File: src/rtl/rv_muldiv_unit_if.sv
`default_nettype none
// ============================================================================
// Module      : rv_muldiv_unit_if
// Description : Issue/result handshake bundle for the iterative M-extension
//               multiply/divide unit. The master drives operations and
//               consumes results; the slave is the execution unit.
// Revision    : 1.0 - initial release
// ============================================================================
interface rv_muldiv_unit_if #(
   parameter int XLEN  = 16,
   parameter int TAG_W = 5
);
   logic             i_valid;
   logic             o_ready;
   logic [2:0]       i_op;
   logic [XLEN-1:0]  i_rs1;
   logic [XLEN-1:0]  i_rs2;
   logic [TAG_W-1:0] i_tag;
   logic             i_flush;
   logic             o_valid;
   logic             i_ready;
   logic [XLEN-1:0]  o_result;
   logic [TAG_W-1:0] o_tag;
   logic             o_stall;

   modport master (
      output i_valid, i_op, i_rs1, i_rs2, i_tag, i_flush, i_ready,
      input  o_ready, o_valid, o_result, o_tag, o_stall
   );

   modport slave (
      input  i_valid, i_op, i_rs1, i_rs2, i_tag, i_flush, i_ready,
      output o_ready, o_valid, o_result, o_tag, o_stall
   );
endinterface
`default_nettype wire

File: src/rtl/rv_muldiv_unit.sv
`default_nettype none
// ============================================================================
// Module      : rv_muldiv_unit
// Description : Iterative RV32M-style multiply/divide unit. Shift-add multiply
//               and restoring divide share one {hi,lo} datapath, UNROLL steps
//               per clock, XLEN/UNROLL busy cycles. Sign fix-up and result
//               selection happen on the last busy edge.
//               Optional macro MULDIV_EARLY_OUT_EN: trivial cases (divide by
//               zero, signed overflow, zero multiply operand, zero dividend)
//               go straight to DONE on the accept edge.
// Revision    : 1.0 - initial release
// ============================================================================
module rv_muldiv_unit #(
   parameter int XLEN   = 16,
   parameter int UNROLL = 1,
   parameter int TAG_W  = 5
) (
   input  wire             clk,
   input  wire             rst,
   rv_muldiv_unit_if.slave bus
);

   localparam int               N     = XLEN / UNROLL;
   localparam int               CNT_W = $clog2(N);
   localparam logic [CNT_W-1:0] c_LAST = CNT_W'(N - 1);
   localparam logic [XLEN-1:0]  c_MIN  = {1'b1, {(XLEN-1){1'b0}}};

   localparam logic [2:0] c_OP_MUL    = 3'b000;
   localparam logic [2:0] c_OP_MULH   = 3'b001;
   localparam logic [2:0] c_OP_MULHSU = 3'b010;
   localparam logic [2:0] c_OP_MULHU  = 3'b011;
   localparam logic [2:0] c_OP_DIV    = 3'b100;
   localparam logic [2:0] c_OP_DIVU   = 3'b101;
   localparam logic [2:0] c_OP_REM    = 3'b110;

   typedef enum logic [1:0] {
      S_IDLE = 2'd0,
      S_BUSY = 2'd1,
      S_DONE = 2'd2
   } state_t;

   state_t             state_q, state_d;
   logic [2:0]         op_q, op_d;
   logic [TAG_W-1:0]   tag_q, tag_d;
   logic               sa_q, sa_d;
   logic               sb_q, sb_d;
   logic [XLEN-1:0]    a_q, a_d;
   logic [XLEN-1:0]    b_q, b_d;
   logic [XLEN-1:0]    hi_q, hi_d;
   logic [XLEN-1:0]    lo_q, lo_d;
   logic [CNT_W-1:0]   cnt_q, cnt_d;
   logic [XLEN-1:0]    result_q, result_d;

   logic               w_rs1_sgn, w_rs2_sgn;
   logic [XLEN-1:0]    w_rs1_mag, w_rs2_mag;
   logic [XLEN-1:0]    w_step_hi, w_step_lo;
   logic [XLEN:0]      w_t;
   logic [XLEN-1:0]    w_add;
   logic [2*XLEN-1:0]  w_prod_mag, w_prod;
   logic [XLEN-1:0]    w_quo, w_rem, w_final;
   logic               w_early;
   logic [XLEN-1:0]    w_early_res;

   // Operand signs: rs1 signed for MULH/MULHSU/DIV/REM, rs2 for MULH/DIV/REM.
   assign w_rs1_sgn = bus.i_rs1[XLEN-1] &
                      ((bus.i_op == c_OP_MULH) || (bus.i_op == c_OP_MULHSU) ||
                       (bus.i_op == c_OP_DIV)  || (bus.i_op == c_OP_REM));
   assign w_rs2_sgn = bus.i_rs2[XLEN-1] &
                      ((bus.i_op == c_OP_MULH) || (bus.i_op == c_OP_DIV) ||
                       (bus.i_op == c_OP_REM));
   assign w_rs1_mag = w_rs1_sgn ? -bus.i_rs1 : bus.i_rs1;
   assign w_rs2_mag = w_rs2_sgn ? -bus.i_rs2 : bus.i_rs2;

   // UNROLL iteration steps: restoring divide (lo = quotient) or shift-add multiply.
   always_comb begin
      w_step_hi = hi_q;
      w_step_lo = lo_q;
      w_t       = '0;
      w_add     = '0;
      for (int i = 0; i < UNROLL; i++) begin
         if (op_q[2]) begin
            w_t       = {w_step_hi, w_step_lo[XLEN-1]};
            w_step_lo = {w_step_lo[XLEN-2:0], 1'b0};
            if (w_t >= {1'b0, b_q}) begin
               w_t          = w_t - {1'b0, b_q};
               w_step_lo[0] = 1'b1;
            end
            w_step_hi = w_t[XLEN-1:0];
         end else begin
            w_add     = w_step_lo[0] ? a_q : '0;
            w_t       = {1'b0, w_step_hi} + {1'b0, w_add};
            w_step_lo = {w_t[0], w_step_lo[XLEN-1:1]};
            w_step_hi = w_t[XLEN:1];
         end
      end
   end

   // Sign fix-up; a zero divisor leaves the remainder equal to rs1 naturally.
   assign w_prod_mag = {w_step_hi, w_step_lo};
   assign w_prod     = (sa_q ^ sb_q) ? -w_prod_mag : w_prod_mag;
   assign w_quo      = (b_q == '0) ? '1 : ((sa_q ^ sb_q) ? -w_step_lo : w_step_lo);
   assign w_rem      = sa_q ? -w_step_hi : w_step_hi;

   // Result selection by funct3.
   always_comb begin
      w_final = w_rem;
      case (op_q)
         c_OP_MUL:                          w_final = w_prod[XLEN-1:0];
         c_OP_MULH, c_OP_MULHSU, c_OP_MULHU: w_final = w_prod[2*XLEN-1:XLEN];
         c_OP_DIV, c_OP_DIVU:               w_final = w_quo;
         default:                           w_final = w_rem;
      endcase
   end

`ifdef MULDIV_EARLY_OUT_EN
   // Detect operations whose result is known at issue time.
   always_comb begin
      w_early     = 1'b0;
      w_early_res = '0;
      if (bus.i_op[2]) begin
         if (bus.i_rs2 == '0) begin
            w_early     = 1'b1;
            w_early_res = bus.i_op[1] ? bus.i_rs1 : '1;
         end else if (!bus.i_op[0] && (bus.i_rs1 == c_MIN) && (bus.i_rs2 == '1)) begin
            w_early     = 1'b1;
            w_early_res = bus.i_op[1] ? '0 : c_MIN;
         end else if (bus.i_rs1 == '0) begin
            w_early = 1'b1;
         end
      end else if ((bus.i_rs1 == '0) || (bus.i_rs2 == '0)) begin
         w_early = 1'b1;
      end
   end
`else
   assign w_early     = 1'b0;
   assign w_early_res = '0;
`endif

   // Next-state and datapath load/iterate; flush overrides everything.
   always_comb begin
      state_d  = state_q;
      op_d     = op_q;
      tag_d    = tag_q;
      sa_d     = sa_q;
      sb_d     = sb_q;
      a_d      = a_q;
      b_d      = b_q;
      hi_d     = hi_q;
      lo_d     = lo_q;
      cnt_d    = cnt_q;
      result_d = result_q;
      case (state_q)
         S_IDLE: begin
            if (bus.i_valid) begin
               op_d  = bus.i_op;
               tag_d = bus.i_tag;
               sa_d  = w_rs1_sgn;
               sb_d  = w_rs2_sgn;
               a_d   = w_rs1_mag;
               b_d   = w_rs2_mag;
               hi_d  = '0;
               lo_d  = bus.i_op[2] ? w_rs1_mag : w_rs2_mag;
               cnt_d = '0;
               if (w_early) begin
                  result_d = w_early_res;
                  state_d  = S_DONE;
               end else begin
                  state_d  = S_BUSY;
               end
            end
         end
         S_BUSY: begin
            hi_d  = w_step_hi;
            lo_d  = w_step_lo;
            cnt_d = cnt_q + 1'b1;
            if (cnt_q == c_LAST) begin
               result_d = w_final;
               cnt_d    = '0;
               state_d  = S_DONE;
            end
         end
         S_DONE: begin
            if (bus.i_ready) state_d = S_IDLE;
         end
         default: state_d = S_IDLE;
      endcase
      if (bus.i_flush) begin
         state_d = S_IDLE;
         cnt_d   = '0;
      end
   end

   // State and datapath registers.
   always_ff @(posedge clk or posedge rst) begin
      if (rst) begin
         state_q  <= S_IDLE;
         op_q     <= '0;
         tag_q    <= '0;
         sa_q     <= 1'b0;
         sb_q     <= 1'b0;
         a_q      <= '0;
         b_q      <= '0;
         hi_q     <= '0;
         lo_q     <= '0;
         cnt_q    <= '0;
         result_q <= '0;
      end else begin
         state_q  <= state_d;
         op_q     <= op_d;
         tag_q    <= tag_d;
         sa_q     <= sa_d;
         sb_q     <= sb_d;
         a_q      <= a_d;
         b_q      <= b_d;
         hi_q     <= hi_d;
         lo_q     <= lo_d;
         cnt_q    <= cnt_d;
         result_q <= result_d;
      end
   end

   assign bus.o_ready  = (state_q == S_IDLE);
   assign bus.o_valid  = (state_q == S_DONE);
   assign bus.o_stall  = (state_q != S_IDLE);
   assign bus.o_result = result_q;
   assign bus.o_tag    = tag_q;

endmodule
`default_nettype wire
File: src/flat_wrapper.sv
// flat-port wrapper written by rule: the top's interface ports become plain ports
module rv_muldiv_unit_flat 
#(
   parameter int XLEN   = 16,
   parameter int UNROLL = 1,
   parameter int TAG_W  = 5
)
  (clk, rst, bus_i_valid, bus_i_op, bus_i_rs1, bus_i_rs2, bus_i_tag, bus_i_flush, bus_i_ready, bus_o_ready, bus_o_valid, bus_o_result, bus_o_tag, bus_o_stall);
  rv_muldiv_unit_if #(.XLEN(XLEN), .TAG_W(TAG_W)) bus_i ();
  input  wire clk;
  input  wire rst;
  input wire logic [$bits(bus_i.i_valid)-1:0] bus_i_valid;
  input wire logic [$bits(bus_i.i_op)-1:0] bus_i_op;
  input wire logic [$bits(bus_i.i_rs1)-1:0] bus_i_rs1;
  input wire logic [$bits(bus_i.i_rs2)-1:0] bus_i_rs2;
  input wire logic [$bits(bus_i.i_tag)-1:0] bus_i_tag;
  input wire logic [$bits(bus_i.i_flush)-1:0] bus_i_flush;
  input wire logic [$bits(bus_i.i_ready)-1:0] bus_i_ready;
  output wire logic [$bits(bus_i.o_ready)-1:0] bus_o_ready;
  output wire logic [$bits(bus_i.o_valid)-1:0] bus_o_valid;
  output wire logic [$bits(bus_i.o_result)-1:0] bus_o_result;
  output wire logic [$bits(bus_i.o_tag)-1:0] bus_o_tag;
  output wire logic [$bits(bus_i.o_stall)-1:0] bus_o_stall;
  assign bus_i.i_valid = bus_i_valid;
  assign bus_i.i_op = bus_i_op;
  assign bus_i.i_rs1 = bus_i_rs1;
  assign bus_i.i_rs2 = bus_i_rs2;
  assign bus_i.i_tag = bus_i_tag;
  assign bus_i.i_flush = bus_i_flush;
  assign bus_i.i_ready = bus_i_ready;
  assign bus_o_ready = bus_i.o_ready;
  assign bus_o_valid = bus_i.o_valid;
  assign bus_o_result = bus_i.o_result;
  assign bus_o_tag = bus_i.o_tag;
  assign bus_o_stall = bus_i.o_stall;
  rv_muldiv_unit #(.XLEN(XLEN), .UNROLL(UNROLL), .TAG_W(TAG_W)) u_core (.clk(clk), .rst(rst), .bus(bus_i));
endmodule
File: config.mk
export PLATFORM = sky130hd
export DESIGN_NAME = rv_muldiv_unit_flat
export DESIGN_NICKNAME = d
export VERILOG_FILES = /design/src/rtl/rv_muldiv_unit_if.sv /design/src/rtl/rv_muldiv_unit.sv /design/src/flat_wrapper.sv
export SDC_FILE = /design/constraint.sdc
export NUM_CORES = 1
export LEC_CHECK = 0
export BUFFER_PORTS_ARGS = -buffer_cell sky130_fd_sc_hd__buf_2
export CORE_AREA = 4 4 137 139
export CTS_BUF_LIST = sky130_fd_sc_hd__clkbuf_8
export DETAILED_ROUTE_END_ITERATION = 8
export DIE_AREA = 0 0 141 143
export PLACE_DENSITY = 0.69
export SETUP_SLACK_MARGIN = 0.15
export SLEW_MARGIN = 30
export SYNTH_ARGS = -nofsm -noshare
export SYNTH_HDL_FRONTEND = slang
export SYNTH_SLANG_ARGS = --single-unit
File: constraint.sdc
create_clock -name clk -period 12.6 [get_ports clk]
set_clock_uncertainty 0.15 [all_clocks]
set_input_delay 0.63 -clock clk [delete_from_list [all_inputs] [get_ports clk]]
set_output_delay 0.63 -clock clk [all_outputs]
set_load 0.02 [all_outputs]
* Word level (Yosys, flattened, before mapping)
Index checks and enable logic that the tools add are counted.
** Cells by class
- $add $sub $neg :: 8
- Bitwise logic cells :: 3
- $mul :: 0
- Shift operators :: 0
- Muxes and demuxes :: 26
- $lt $le $gt $ge :: 1
- Div/mod/pow operators :: 0
- Equal/unequal tests :: 16
- Reductions and logical operators :: 18
** Operators by type and width (count)
- $mux 16 :: 12
- $neg 16->16 :: 4
- $pmux 16 s2 :: 2
- $pmux 16 s3 :: 1
- $mux 32 :: 1
- $neg 32->32 :: 1
- $add 16x16->17 :: 1
- $ge 17x16->1 :: 1
- $logic_not 16->1 :: 1
- $sub 16x16->16 :: 1
- $eq 3x3->1 const B :: 4
- $mux 4 :: 3
- $eq 3x2->1 const B :: 3
- $mux 2 :: 4
- $pmux 4 s2 :: 1
- $reduce_and 2->1 :: 4
- $eq 3x1->1 const B :: 2
- $ne 3x3->1 const B :: 2
- $pmux 2 s3 :: 1
- $logic_or 1x1->1 :: 5
- $add 4x1->4 const B :: 1
- $eq 4x4->1 const B :: 1
- $reduce_bool 2->1 :: 2
- $logic_not 3->1 :: 1
- other kinds (12) :: 13
** Storage, ports and cells
- Logic and storage cells :: 83
- Output and inout bits :: 24
- Memories kept :: 0
- Bits in registers :: 96
- ROM bits :: 0
- Bits in latches :: 0
- Memory bits (writable) :: 0
- Bits of input ports :: 45

* Longest topological paths before layout
- Depth in word-level cells :: 9
- Depth in mapped cells :: 19
- Gate-level depth less buffers :: 17

* Worst setup path before layout
OpenSTA, ideal clock, no wires.
- Path kind :: reg-to-reg
- Start :: register u_core.hi_q[9]
- End :: register u_core.result_q[10], in the netlist u_core.bus.o_result[10]
- Setup time :: 0.119 ns
- Cell stages (with the launch flop) :: 19
- Setup slack :: 8.505 ns
- Arrival :: 3.826 ns
- Period minus slack after synthesis :: 4.095 ns
- Required time :: 12.331 ns
- Path buffers :: 2
- Path through :: dfrtp_1 -> ha_1 -> buf_6 -> a21o_1 -> a31o_4 -> a22oi_4 -> buf_2 -> a41oi_1 -> inv_1 -> ha_1 -> o2111ai_1 -> nor3_1 -> nand3_1 -> nor2_1 -> nand4_1 -> o41ai_1 -> o221a_2 -> o21ai_0 -> o21a_1
** On the way
- Cells in the longest elaborated chain, start to end :: 7
- Elaborated cells between the ends (all ways) :: 15
- Those cells by class :: add/sub (5); order compare (1); mux (9)
** Ends and longest elaborated chain
- start: declaration :: RTL line rv_muldiv_unit.sv:49 : logic [XLEN-1:0] hi_q, hi_d;
- start signal: assignment :: RTL line rv_muldiv_unit.sv:215 : hi_q <= hi_d;
- parallel branches: the longest is 6 deep, another holds $neg 32->32
- $pmux 16 s3 (*) :: RTL line rv_muldiv_unit.sv:107 : case (op_q)
- end signal: assignment :: RTL line rv_muldiv_unit.sv:218 : result_q <= result_d;
- end: declaration :: RTL line rv_muldiv_unit.sv:52 : logic [XLEN-1:0] result_q, result_d;
Every way passes the cells marked *.
A chain may end at the register's enable or synchronous reset.

* Final worst setup path
- Start :: register u_core.hi_q[0]
- End :: register u_core.result_q[10], in the netlist u_core.bus.o_result[10]
The elaborated chain is that of the path after synthesis.

==> impl_metrics.env <==
export IMPL_setup_slack_ps=7510
export IMPL_drtIter0Drc=714
export IMPL_drt_drc_violations_left=0
export IMPL_post_cts_hold_buffer_count=0
export IMPL_post_synth_fa_ha_maj_area_fraction=0.0585
export IMPL_crit_arrival_ps=5280
export IMPL_total_number_of_clock_tree_sinks=96
export IMPL_area_growth_syn_to_layout_pct=7.25
export IMPL_clock_root_buffer="sky130_fd_sc_hd__clkbuf_8"
export IMPL_yosys_area_share_xor_xnor=0.0723
export IMPL_dpl_worst_slack_ps=7730
export IMPL_critical_path_slowest_cell="sky130_fd_sc_hd__dfrtp_1"
export IMPL_routedWlPerCell_um=19.9
export IMPL_drt_antenna_violating_nets=0
export IMPL_synth_top_cell_by_area="sky130_fd_sc_hd__dfrtp_1"
export IMPL_drt_pass1_iter_count=5
export IMPL_tns_ps=0
export IMPL_synth_most_common_cell="sky130_fd_sc_hd__nand2_1"
export IMPL_critPathRequiredTime_ps=12800
export IMPL_post_layout_nets=1174
export IMPL_yosysWarningCount=0
export IMPL_die_area_um2=20200
export IMPL_number_of_setup_violations_in_the_final_report=0
export IMPL_report_final_slew_viol_count=0
export IMPL_synth_common_cells="sky130_fd_sc_hd__nand2_1 (134), sky130_fd_sc_hd__dfrtp_1 (96), sky130_fd_sc_hd__o21ai_0 (86)"
export IMPL_globalRouteTotalUtil=0.261
export IMPL_crit_path_cell_trace="ha_1 -> nor2b_1 -> o2111ai_1 -> a31o_1 -> a41oi_1 -> inv_1 -> ha_1 -> o2111ai_1 -> nor3_1 -> nand3_1 -> nor2_1 -> nand4_1 -> o41ai_1 -> a221oi_1 -> o21ai_0 -> o21a_1"
export IMPL_routed_via_count_divided_by_cell_count=6.30
export IMPL_final_layout_size_suffix_gt1_frac=0.123
export IMPL_die_width_um=141
export IMPL_critical_path_endpoint_type="flop"
export IMPL_cts_setup_buffers=0
export IMPL_grt_pass1_vias=7636
export IMPL_synth_compound_area_share=0.278
export IMPL_floorplan_initialDensity=0.487
export IMPL_timing_final_hold_violations=0
export IMPL_crit_path_max_incr_delay_ps=500
export IMPL_cts_root_to_sink_buffers=2
export IMPL_route_final_wire_length_um=26400
export IMPL_gpl_final_weighted_congestion=1.01
export IMPL_first_pass_grt_wire_length_um=41600
export IMPL_route_vias_total=8342
export IMPL_cellPowerDensity_nw_per_um2=195
export IMPL_yosys_area_share_simple=0.222
export IMPL_yosysUniqueCellTypes=100
export IMPL_grt_remaining_overflow=0
export IMPL_setup_worst_path_start_class="flop"
export IMPL_synth_seq_cells=96
export IMPL_ir_drop_uv=80.7
export IMPL_synth_enable_flop_cells=0
export IMPL_cap_viol_max_count=0
export IMPL_synthesis_instances=1060
export IMPL_antenna_cells=0
export IMPL_timing_worst_setup_path_type="reg2reg"
export IMPL_insertion_delay_ps=390
export IMPL_input_output_buffers=68
export IMPL_max_freq_mhz=197
export IMPL_clk_transition_reported_paths_ps=110
export IMPL_post_synth_mux_area_share=0.0402
export IMPL_worst_path_max_fanout=11
export IMPL_tightestPinTransition_ps=981
export IMPL_synth_fp_nets=1144
export IMPL_antenna_found_initial=0
export IMPL_proportion_of_register_bits_with_asynchronous_set_or_reset_after_synthesis=1.00
export IMPL_reg2reg_slack_ps=7510
export IMPL_syn_area_per_cell_um2=8.11
export IMPL_cts_made_buffers=9
export IMPL_floorplan_rows=49
export IMPL_cts_resized=0
export IMPL_portion_of_the_post_synthesis_area_used_by_sequential_elements=0.279
export IMPL_post_dp_hpwl_um=20100
export IMPL_synth_top_family_by_area="compound AO/OA/AOI/OAI gates"
export IMPL_core_region_area_um2=17700
export IMPL_tritoncts="done"
export IMPL_syn_cell_area_um2=8600
export IMPL_h_tree_depth=3
export IMPL_io_pins=69
export IMPL_total_leakage_power_uw=0.00405
export IMPL_grt_max_degree=94
export IMPL_finalWorstPathRequiredPeriod_ps=5090
export IMPL_worst_slew_margin_rel=0.346
export IMPL_timing_final_crit_share=0.404
export IMPL_min_delay_path_class="in2async"
export IMPL_status="completed"
export IMPL_synth_top_cell_area_share=0.279
export IMPL_synth_top_cells_by_area="sky130_fd_sc_hd__dfrtp_1 (28%), sky130_fd_sc_hd__nand2_1 (5.8%), sky130_fd_sc_hd__ha_1 (5.4%)"
export IMPL_die_height_um=143
export IMPL_synth_flop_type="sky130_fd_sc_hd__dfrtp_1"
export IMPL_setup_repair_after_global_routing_missed_its_margin="false"
## metal layers
metal	wire length [um]	track usage	vias up	share of wire
met3	2010	0.0365	66	0.076
met4	796	0.0923	0	0.030
met5	0	0	-	0
met1	11700	0.367	3930	0.44
li1	-	-	3973	-
met2	11900	0.414	373	0.45
## placed cells by master, fill, tap and decap left out, types with 5 or more instances in the layout
cell type and n:
sky130_fd_sc_hd__a31oi_1 20, sky130_fd_sc_hd__nor2b_1 9, sky130_fd_sc_hd__o211ai_1 15, sky130_fd_sc_hd__inv_1 41
sky130_fd_sc_hd__dfrtp_1 95, sky130_fd_sc_hd__a211oi_1 10, sky130_fd_sc_hd__o221ai_1 6, sky130_fd_sc_hd__and2_1 24
sky130_fd_sc_hd__mux2i_1 30, sky130_fd_sc_hd__buf_2 68, sky130_fd_sc_hd__or3_1 7, sky130_fd_sc_hd__a221oi_1 6
sky130_fd_sc_hd__o41ai_1 10, sky130_fd_sc_hd__and3_1 5, sky130_fd_sc_hd__nand4_1 8, sky130_fd_sc_hd__ha_1 37
sky130_fd_sc_hd__o21ai_1 5, sky130_fd_sc_hd__a21oi_1 59, sky130_fd_sc_hd__nand3_1 49, sky130_fd_sc_hd__nor3_1 21
sky130_fd_sc_hd__a21o_1 20, sky130_fd_sc_hd__nand2b_1 17, sky130_fd_sc_hd__nor4_1 9, sky130_fd_sc_hd__a221o_1 7
sky130_fd_sc_hd__xor2_1 32, sky130_fd_sc_hd__o21a_1 5, sky130_fd_sc_hd__clkbuf_8 9, sky130_fd_sc_hd__xnor2_1 39
sky130_fd_sc_hd__nand2_1 133, sky130_fd_sc_hd__or4_1 5, sky130_fd_sc_hd__nor2_1 71, sky130_fd_sc_hd__o21ai_0 86
sky130_fd_sc_hd__buf_4 9, sky130_fd_sc_hd__o31ai_1 14
## state kept, by name, indices dropped and copies added (netlist names)
signal and cells:
u_core.a_q 16, u_core.b_q 16, u_core.bus.o_result 16, u_core.hi_q 16, u_core.lo_q 16, u_core.bus.o_tag 5, u_core.cnt_q 4, u_core.op_q 3
u_core.state_q 2, u_core.sa_q 1, u_core.sb_q 1
## layout make-up
class / instances / area, um^2
Multi-Input combinational cell: 863 / 5770
Tap cell: 229 / 287
Inverter: 43 / 164
Clock inverter: 7 / 67.6
Fill cell: 1731 / 8430
Sequential cell: 96 / 2400
Clock buffer: 9 / 124
Timing Repair Buffer: 77 / 408
## per-stage QoR
step	instance area, um^2	hold WS (ps)	total power, uW	util	instances
5_1_grt	9220	219	1930	0.522	1324
6_report	9220	175	1800	0.522	1324
4_1_cts	9220	192	1780	0.522	1324
2_1_floorplan	8600	288	1300	-	1060
3_5_place_dp	9030	308	1570	0.511	1308
3_3_place_gp	9030	305	1560	0.511	1308
## report_power, final
group	switching, uW	internal, uW
logic	734	424
registers	71.6	362
clock network	132	76.3
## path summary, 6_finish.rpt
path	startpoint	endpoint	cells after the start
max in group asynchronous	rst	u_core.op_q[2]	3
max reg2reg	u_core.hi_q[0]	u_core.bus.o_result[10]	16
min reg2reg	u_core.bus.o_tag[2]	u_core.bus.o_tag[2]	2
min in group clk	bus_i_tag[4]	u_core.bus.o_tag[4]	3
max	u_core.hi_q[0]	u_core.bus.o_result[10]	16
min	rst	u_core.b_q[9]	2
## worst max-delay path, delay by kind of cell (launching register included)
kind            cells  cell delay (ps)
compound gates      8             2310
simple gates        5             1280
fa+ha+maj           2              580
flops               1              500
buf+inv             1              200
## cell families after synthesis
group,Yosys count
AND/OR/NAND/NOR,385
AO/OA/AOI/OAI,334
buffers and inverters,101
flip-flops,96
XOR/XNOR,71
adder cells (fa/ha/maj),39
multiplexers,34
No activity file was read; power rests on OpenSTA's default activity.
